===== config.mk =====
export PLATFORM = sky130hd
export DESIGN_NAME = mem_if_rr
export DESIGN_NICKNAME = d
export VERILOG_FILES = /design/src/rtl/mem_if_rr.sv
export SDC_FILE = /design/constraint.sdc
export NUM_CORES = 1
export LEC_CHECK = 0
export ABC_AREA = 1
export ABC_CLOCK_PERIOD_IN_PS = 15200
export CAP_MARGIN = 20
export CORE_MARGIN = 2
export CORE_UTILIZATION = 40
export CTS_BUF_LIST = sky130_fd_sc_hd__clkbuf_4 sky130_fd_sc_hd__clkbuf_8
export DETAILED_ROUTE_END_ITERATION = 8
export GPL_TIMING_DRIVEN = 1
export PLACE_DENSITY = 0.64
export SETUP_SLACK_MARGIN = 0.5
export SYNTH_ARGS = -nofsm -noshare
export SYNTH_HDL_FRONTEND = slang
export SYNTH_SLANG_ARGS = --single-unit

===== constraint.sdc =====
create_clock -name clk -period 15.2 [get_ports clk]
set_input_delay 3.8 -clock clk [delete_from_list [all_inputs] [get_ports clk]]
set_output_delay 3.8 -clock clk [all_outputs]
set_load 0.02 [all_outputs]

===== src/rtl/mem_if_rr.sv =====
// mem_if_rr: round-robin multi-client byte-lane memory interface with split word access; optional MEM_IF_MISALIGN_TRAP_EN traps misaligned accesses
module mem_if_rr #(
  parameter int M_WIDTH = 32,
  parameter int CLIENT_CNT = 2,
  parameter int RD_LAT = 1
) (
  input  logic                           clk,
  input  logic                           rst,
  input  logic [CLIENT_CNT-1:0]          client_requests,
  input  logic [CLIENT_CNT*M_WIDTH-1:0]  client_addrs_packed,
  input  logic [CLIENT_CNT-1:0]          client_wes,
  input  logic [2*CLIENT_CNT-1:0]        client_data_widths_packed,
  input  logic [CLIENT_CNT*M_WIDTH-1:0]  client_data_outs_packed,
  output logic [CLIENT_CNT*M_WIDTH-1:0]  client_data_ins_packed,
  output logic [CLIENT_CNT-1:0]          client_readies,
  output logic [CLIENT_CNT-1:0]          client_errors,
  output logic [M_WIDTH-$clog2(M_WIDTH/8)-1:0] mem_addr,
  output logic [M_WIDTH-1:0]             mem_data_out,
  output logic [M_WIDTH/8-1:0]           mem_we_outs,
  input  logic [M_WIDTH-1:0]             mem_data_in
);
  localparam int M_BYTES = M_WIDTH / 8;
  localparam int BSW = $clog2(M_BYTES);
  localparam int AW = M_WIDTH - BSW;
  localparam int PW = CLIENT_CNT > 1 ? $clog2(CLIENT_CNT) : 1;
  localparam int CW = RD_LAT > 1 ? $clog2(RD_LAT) : 1;

  typedef enum logic [1:0] {IDLE, ACC_LO, ACC_HI, DONE} state_t;

  state_t                 state;
  logic [PW-1:0]          ptr, idx, gnt;
  logic                   any;
  int                     s;
  logic [CLIENT_CNT-1:0]  rot;
  logic [M_WIDTH-1:0]     addr, acc, dmask, hi_do;
  logic [M_BYTES-1:0]     hi_we;
  logic                   we, err, split;
  logic [CW-1:0]          cnt;
  logic                   last;
  logic [BSW-1:0]         off;
  logic [BSW:0]           hs;

  logic [M_WIDTH-1:0]     g_addr, g_dat, g_dm;
  logic                   g_we, g_split, g_err;
  logic [1:0]             g_code;
  logic [3:0]             g_nb;
  logic [BSW-1:0]         g_off;
  logic [M_BYTES-1:0]     g_bm;
  logic [2*M_BYTES-1:0]   g_wm;
  logic [2*M_WIDTH-1:0]   g_dw;

  assign rot = CLIENT_CNT'({client_requests, client_requests} >> ptr);

  // first requester at or after the pointer, wrapping
  always_comb begin
    gnt = '0;
    any = 1'b0;
    s = 0;
    for (int k = CLIENT_CNT - 1; k >= 0; k--)
      if (rot[k]) begin
        s = int'(ptr) + k;
        gnt = PW'(s >= CLIENT_CNT ? s - CLIENT_CNT : s);
        any = 1'b1;
      end
  end

  assign g_addr  = client_addrs_packed[int'(gnt)*M_WIDTH +: M_WIDTH];
  assign g_dat   = client_data_outs_packed[int'(gnt)*M_WIDTH +: M_WIDTH];
  assign g_we    = client_wes[gnt];
  assign g_code  = client_data_widths_packed[int'(gnt)*2 +: 2];
  assign g_nb    = 4'd1 << g_code;
  assign g_off   = g_addr[BSW-1:0];
  assign g_bm    = (M_BYTES'(1) << g_nb) - M_BYTES'(1);
  assign g_split = int'(g_off) + int'(g_nb) > M_BYTES;
  assign g_wm    = {{M_BYTES{1'b0}}, g_bm} << g_off;
  assign g_dw    = {{M_WIDTH{1'b0}}, g_dat} << {g_off, 3'b000};
`ifdef MEM_IF_MISALIGN_TRAP_EN
  assign g_err   = (int'(g_nb) > M_BYTES) || ((g_off & BSW'(g_nb - 4'd1)) != '0);
`else
  assign g_err   = int'(g_nb) > M_BYTES;
`endif

  for (genvar b = 0; b < M_BYTES; b++) begin : g_mask
    assign g_dm[8*b +: 8] = {8{g_bm[b]}};
  end

  assign off  = addr[BSW-1:0];
  assign hs   = (BSW+1)'(M_BYTES) - {1'b0, off};
  assign last = int'(cnt) == RD_LAT - 1;

  // arbitration, phase sequencing and registered outputs
  always_ff @(posedge clk or posedge rst)
    if (rst) begin
      state <= IDLE;
      ptr <= '0;
      idx <= '0;
      addr <= '0;
      we <= 1'b0;
      err <= 1'b0;
      split <= 1'b0;
      dmask <= '0;
      hi_we <= '0;
      hi_do <= '0;
      acc <= '0;
      cnt <= '0;
      mem_addr <= '0;
      mem_data_out <= '0;
      mem_we_outs <= '0;
      client_readies <= '0;
      client_errors <= '0;
      client_data_ins_packed <= '0;
    end else begin
      case (state)
        IDLE:
          if (any) begin
            idx <= gnt;
            ptr <= (int'(gnt) == CLIENT_CNT - 1) ? '0 : gnt + PW'(1);
            addr <= g_addr;
            we <= g_we;
            err <= g_err;
            split <= g_split;
            dmask <= g_dm;
            hi_we <= g_we ? g_wm[2*M_BYTES-1:M_BYTES] : '0;
            hi_do <= g_dw[2*M_WIDTH-1:M_WIDTH];
            acc <= '0;
            cnt <= '0;
            if (g_err) state <= DONE;
            else begin
              state <= ACC_LO;
              mem_addr <= g_addr[M_WIDTH-1:BSW];
              mem_data_out <= g_dw[M_WIDTH-1:0];
              mem_we_outs <= g_we ? g_wm[M_BYTES-1:0] : '0;
            end
          end
        ACC_LO: begin
          mem_we_outs <= '0;
          cnt <= cnt + CW'(1);
          if (last) begin
            cnt <= '0;
            acc <= mem_data_in >> {off, 3'b000};
            if (split) begin
              state <= ACC_HI;
              mem_addr <= addr[M_WIDTH-1:BSW] + AW'(1);
              mem_data_out <= hi_do;
              mem_we_outs <= hi_we;
            end else state <= DONE;
          end
        end
        ACC_HI: begin
          mem_we_outs <= '0;
          cnt <= cnt + CW'(1);
          if (last) begin
            cnt <= '0;
            acc <= acc | (mem_data_in << {hs, 3'b000});
            state <= DONE;
          end
        end
        DONE:
          if (!client_requests[idx]) begin
            state <= IDLE;
            client_readies <= '0;
            client_errors <= '0;
            client_data_ins_packed <= '0;
          end else begin
            client_readies[idx] <= 1'b1;
            client_errors[idx] <= err;
            client_data_ins_packed[int'(idx)*M_WIDTH +: M_WIDTH] <= we ? '0 : acc & dmask;
          end
      endcase
    end
endmodule


# Word-level counts from Yosys, hierarchy flattened
# Index checks and enable logic that the tools add are counted.
[classes]
eq_ne = 9
reduce_logical = 12
shift = 12
n_addsub = 10
bitwise_logic = 3
muxes = 50
order_cmp = 7
[ops]
columns = ["op", "count"]
rows = [
  ["$mux 32", 8],
  ["$shiftx 64x7->32", 2],
  ["$mux 30", 4],
  ["$pmux 32 s3", 1],
  ["$bwmux 64", 1],
  ["$mux 64", 1],
  ["$pmux 32 s2", 1],
  ["$shift 32x33->64 const A", 1],
  ["$shiftx 32x33->64", 1],
  ["$shl 32x5->64", 1],
  ["$pmux 30 s2", 1],
  ["$neg 6->33", 1],
  ["$and 32x32->32", 1],
  ["$or 32x32->32", 1],
  ["$shl 32x6->32", 1],
  ["$shr 32x5->32", 1],
  ["$add 30x1->30 const B", 1],
  ["$mux 4", 6],
  ["$mux 1", 15],
  ["$mux 2", 7],
  ["$ne 2x2->1 const B", 6],
  ["$pmux 4 s3", 1],
  ["$pmux 2 s4", 1],
  ["$reduce_and 4->1", 2],
  ["other kinds (31)", 37],
]
[totals]
elab_cells = 121
input_bits = 170
out_inout_bits = 134
ff_bits = 267

# Longest topological paths before layout
[depth]
ltp_word = 14
ltp_mapped = 15

# Worst setup path after synthesis
# No wires, ideal clock.
[synth_path]
kind = "in2reg"
startpoint = "input port client_requests[1]"
endpoint = "register split"
cell_stages = 14
path_buffers = 3
arrival_ps = 5613
t_required_ps = 15113
setup_time_ps = 87
setup_slack_ps = 9500
path_cell_list = "buf_2 > nand2_2 > buf_4 > buf_4 > nand2_1 > nand2_1 > nand2_1 > inv_1 > ha_1 > inv_1 > fa_1 > a21oi_1 > nand2_1 > o211ai_1"
[synth_via]
elab_chain_len = 7
[synth_lines]
columns = ["item", "line_no", "source"]
rows = [
  ["start, declared", "9", "input logic [CLIENT_CNT-1:0] client_requests,"],
  ["$shr 4x1->2 (*)", "52", "assign rot = CLIENT_CNT'({client_requests, client_requests} >> ptr);"],
  ["parallel branches: the longest is 6 deep, another holds $add 2x4->5", "--", ""],
  ["end signal, assigned", "121", "split <= g_split;"],
  ["end, declared", "37", "logic we, err, split;"],
]
# Every way passes the cells marked *.
# A chain may end at the register's enable or synchronous reset.

# Final worst setup path
[layout_path]
startpoint = "input port client_requests[0]"
endpoint = "register split"
# The elaborated chain is that of the path after synthesis.

==> summary.md <==
| Metric | Value |
|---|---|
| Final hold violations | `0` |
| Most frequent cells in the layout | `nand2_1, clkdlybuf4s50_1, dfrtp_1` |
| Power Density | `around 200 mW/mm^2` |
| Slowest cell on crit path | `nand2_1` |
| I/O pin total | `between 300 and 400` |
| Share of layout cells above drive strength 1 | `between 6 and 7%` |
| Max Slew Vio Count | `0` |
| Antenna viol nets, final | `0` |
| Root buf cell | `clkbuf_8` |
| Period utilization | `a little under half` |
| Area delta synth->final | `32.5%` |
| Worst Path Class, Setup | `input pin to flop` |
| Mapped Area | `~0.013 sq mm` |
| VDD IR max | `approximately 160 uV` |
| Cells after Synth | `1921` |
| Measured slew at the worst slew-check pin | `between 1 and 1.5 ns` |
| Detailed router's first-iteration violation count | `slightly above 900` |
| Global-route usage over all layers | `26.5%` |
| Crit path cell chain | `clkdlybuf4s50_1 -> nand2_2 -> nand2_4 -> buf_4 -> nand2_1 -> nand2_1 -> ha_1 -> inv_1 -> fa_1 -> a21oi_1 -> nand2_1 -> o211ai_1` |
| Crit path top cell by count | `nand2_1` |
| Max H-tree Level | `2` |
| Design area | `between 0.015 and 0.02 sq mm` |
| CTS tree | `built` |
| Multi-input gate area | `0.00636 sq mm` |
| Bufs on Longest Clock Path | `3` |
| Max-cap violations | `0` |
| Worst setup SP type | `input pin` |
| Largest fanout on the critical path | `62` |
| Rel. slew slack | `29.6%` |
| Clk sinks | `roughly 240` |
| Cts hold-fix bufs | `0` |
| Crit path time final | `between 7 and 8 ns` |
| Crit end category | `flop` |
| Main synth FF type | `dfrtp_1` |
| Worst-skew pair later-pin latency | `0.58 ns` |
| Placer Congestion | `around 0.90` |
| Post-synth cell types | `38` |
| DIE AREA | `0.0347 sq mm` |
| Drt drc | `0` |
| DRT Wirelength | `between 40000 and 50000 microns` |
| HP Class | `flop to flop` |
| LEAKAGE | `8.40 nW` |
| Synthesized flop and latch total | `between 200 and 250` |
| Slowest stage delay, CP | `about 0.66 ns` |
| CP required | `about 16 ns` |
| Initial antenna violation count | `0` |
| Final core utilization | `approximately 54%` |
| Core ar. | `0.0326 sq mm` |
| R2r setup slk | `between 10 and 15 ns` |
| 1st-pass router iterations | `7` |
| Fmax | `139 MHz` |
| Vias | `13700` |
| Starting density of the core | `40.7%` |
| Drt wl/cell | `17.5 microns` |
| Status | `complete, no violations` |
| RSZ-0062 raised after global routing | `false` |
| Die H | `~190 microns` |
| CTS resizes | `0` |
| Number of global-route vias before repair | `about 13000` |
| Setup TNS | `0 ns` |
| Die Width | `roughly 190 microns` |
| # Post-CTS Setup Buffers | `0` |
| Post-synth EDFFs | `0` |
| Top delay family on crit path | `simple AND/OR/NAND/NOR gates` |
| Global route total overflow | `0` |
| Storage cell area | `0.00588 sq mm` |
| Fill cells | `~3200` |
| Seq/Total Area, Yosys | `44.3%` |
| Final #Nets | `~2400` |
| Worst-path clk slew | `around 0.060 ns` |
| Hpwl dp | `32100 microns` |
| Yosys warns | `0` |
| I/O Buffers | `between 300 and 400` |
| FP Rows | `66` |
| WP buf/inv | `3` |
| Most common library cell in the layout ignoring fill and taps | `nand2_1` |
| Synth Net Count | `roughly 2100` |
| Placement Cell Area | `between 0.015 and 0.02 sq mm` |
| Setup violations, final | `0` |
| CTS Buf Count | `45` |
| Async SR Flop Fraction | `between 90% and 100%` |
| Clk_skew | `between 0.02 and 0.03 ns` |
| Vias per cell | `~5` |
| Synthesized area per cell | `approximately 6.9 sq um` |
| Diodes inserted | `0` |
| Critical Path AT | `between 7 and 8 ns` |
| First-pass GRT wire length | `approximately 72000 microns` |
| Largest net degree at the start of global routing | `about 120` |
[layout make-up]
class                      instances  share of cell area (%)
inverter                         168                    3.62
multi-input combinational       1420                    36.1
clock buffer                      67                    4.77
clock inverter                    13                   0.625
timing repair buffer             322                    18.3
sequential                       235                    33.4
tap                              442                    3.14
[worst register-to-register path, stage by stage (launching register included)]
cell and delay, ns:
dfrtp_1 0.36, inv_1 0.13, nand2_2 0.33, nand2_4 0.44, buf_4 0.55, nand2_1 0.16
nand2_1 0.66, ha_1 0.30, inv_1 0.06, fa_1 0.42, a21oi_1 0.13, nand2_1 0.07
o211ai_1 0.14
[worst paths after layout]
kind / start / to / depth (start not counted)
max: client_requests[0] / split$_DFFE_PP0P_ / 12
min: dmask[7]$_DFFE_PP0P_ / dmask[7]$_DFFE_PP0P_ / 2
max reg2reg: ptr$_DFFE_PP0P_ / split$_DFFE_PP0P_ / 12
min reg2reg: dmask[7]$_DFFE_PP0P_ / dmask[7]$_DFFE_PP0P_ / 2
max in group asynchronous: rst / acc[1]$_DFFE_PP0P_ / 3
min in group asynchronous: rst / client_data_ins_packed[35]$_DFFE_PP0P_ / 2
[flip-flops by register name, indices dropped and copies added (netlist names), 3 cells and up]
name,flops
client_data_ins_packed,64
acc,32
addr,32
mem_data_out,32
mem_addr,30
hi_do,24
mem_we_outs,4
dmask,3
hi_we,3
[per-stage QoR]
stage               total power, mW  cells  hold WS (ns)  worst slack, ns
floorplan                      2.10   1921         0.422             4.95
global placement               2.73   2584         0.435             7.47
detailed placement             2.75   2584         0.439             7.45
CTS                            3.43   2664         0.453             8.05
global route                   3.70   2667         0.462             7.76
finish                         3.43   2667         0.458             8.00
[logic make-up after synthesis]
group	Yosys count	synth area share, %
and+or+nand+nor	1063	32.3
AOI/OAI and AO/OA	331	13.2
buffers and inverters	266	8.07
xor gates and xnor gates	5	0.330
adders and majority gates	10	0.998
DFF	235	44.3
muxes	11	0.829
[routing by layer]
layer	global-route usage (%)	part of all wire [%]	vias up
met4	7.97	2.6	0
met2	39.9	44	506
li1	-	-	6684
met3	5.04	7.4	78
met1	38.7	46	6474
met5	0	0	-
[Yosys cell counts (3+ instances only)]
cell,count,area share (%)
dfrtp_1,235,44
mux2i_1,11,0.83
buf_4,6,0.34
nand3b_1,4,0.23
ha_1,9,0.85
a31oi_1,10,0.47
buf_2,34,1.3
o21bai_1,11,0.62
nand4_1,4,0.19
nand2_2,6,0.28
a21oi_1,54,2.0
xor2_1,4,0.26
or2_2,19,0.89
inv_2,3,0.085
nand2_1,748,21
o22ai_1,36,1.7
clkbuf_1,55,1.6
o21ai_0,214,8.1
nor2_1,121,3.4
inv_1,163,4.6
nand3_1,154,5.8
[where the power goes]
part,switching (mW),internal (mW)
clock,0.292,0.374
combinational,1.15,0.599
sequential,0.162,0.853
total,1.61,1.83
(Power assumes the default switching activity.)
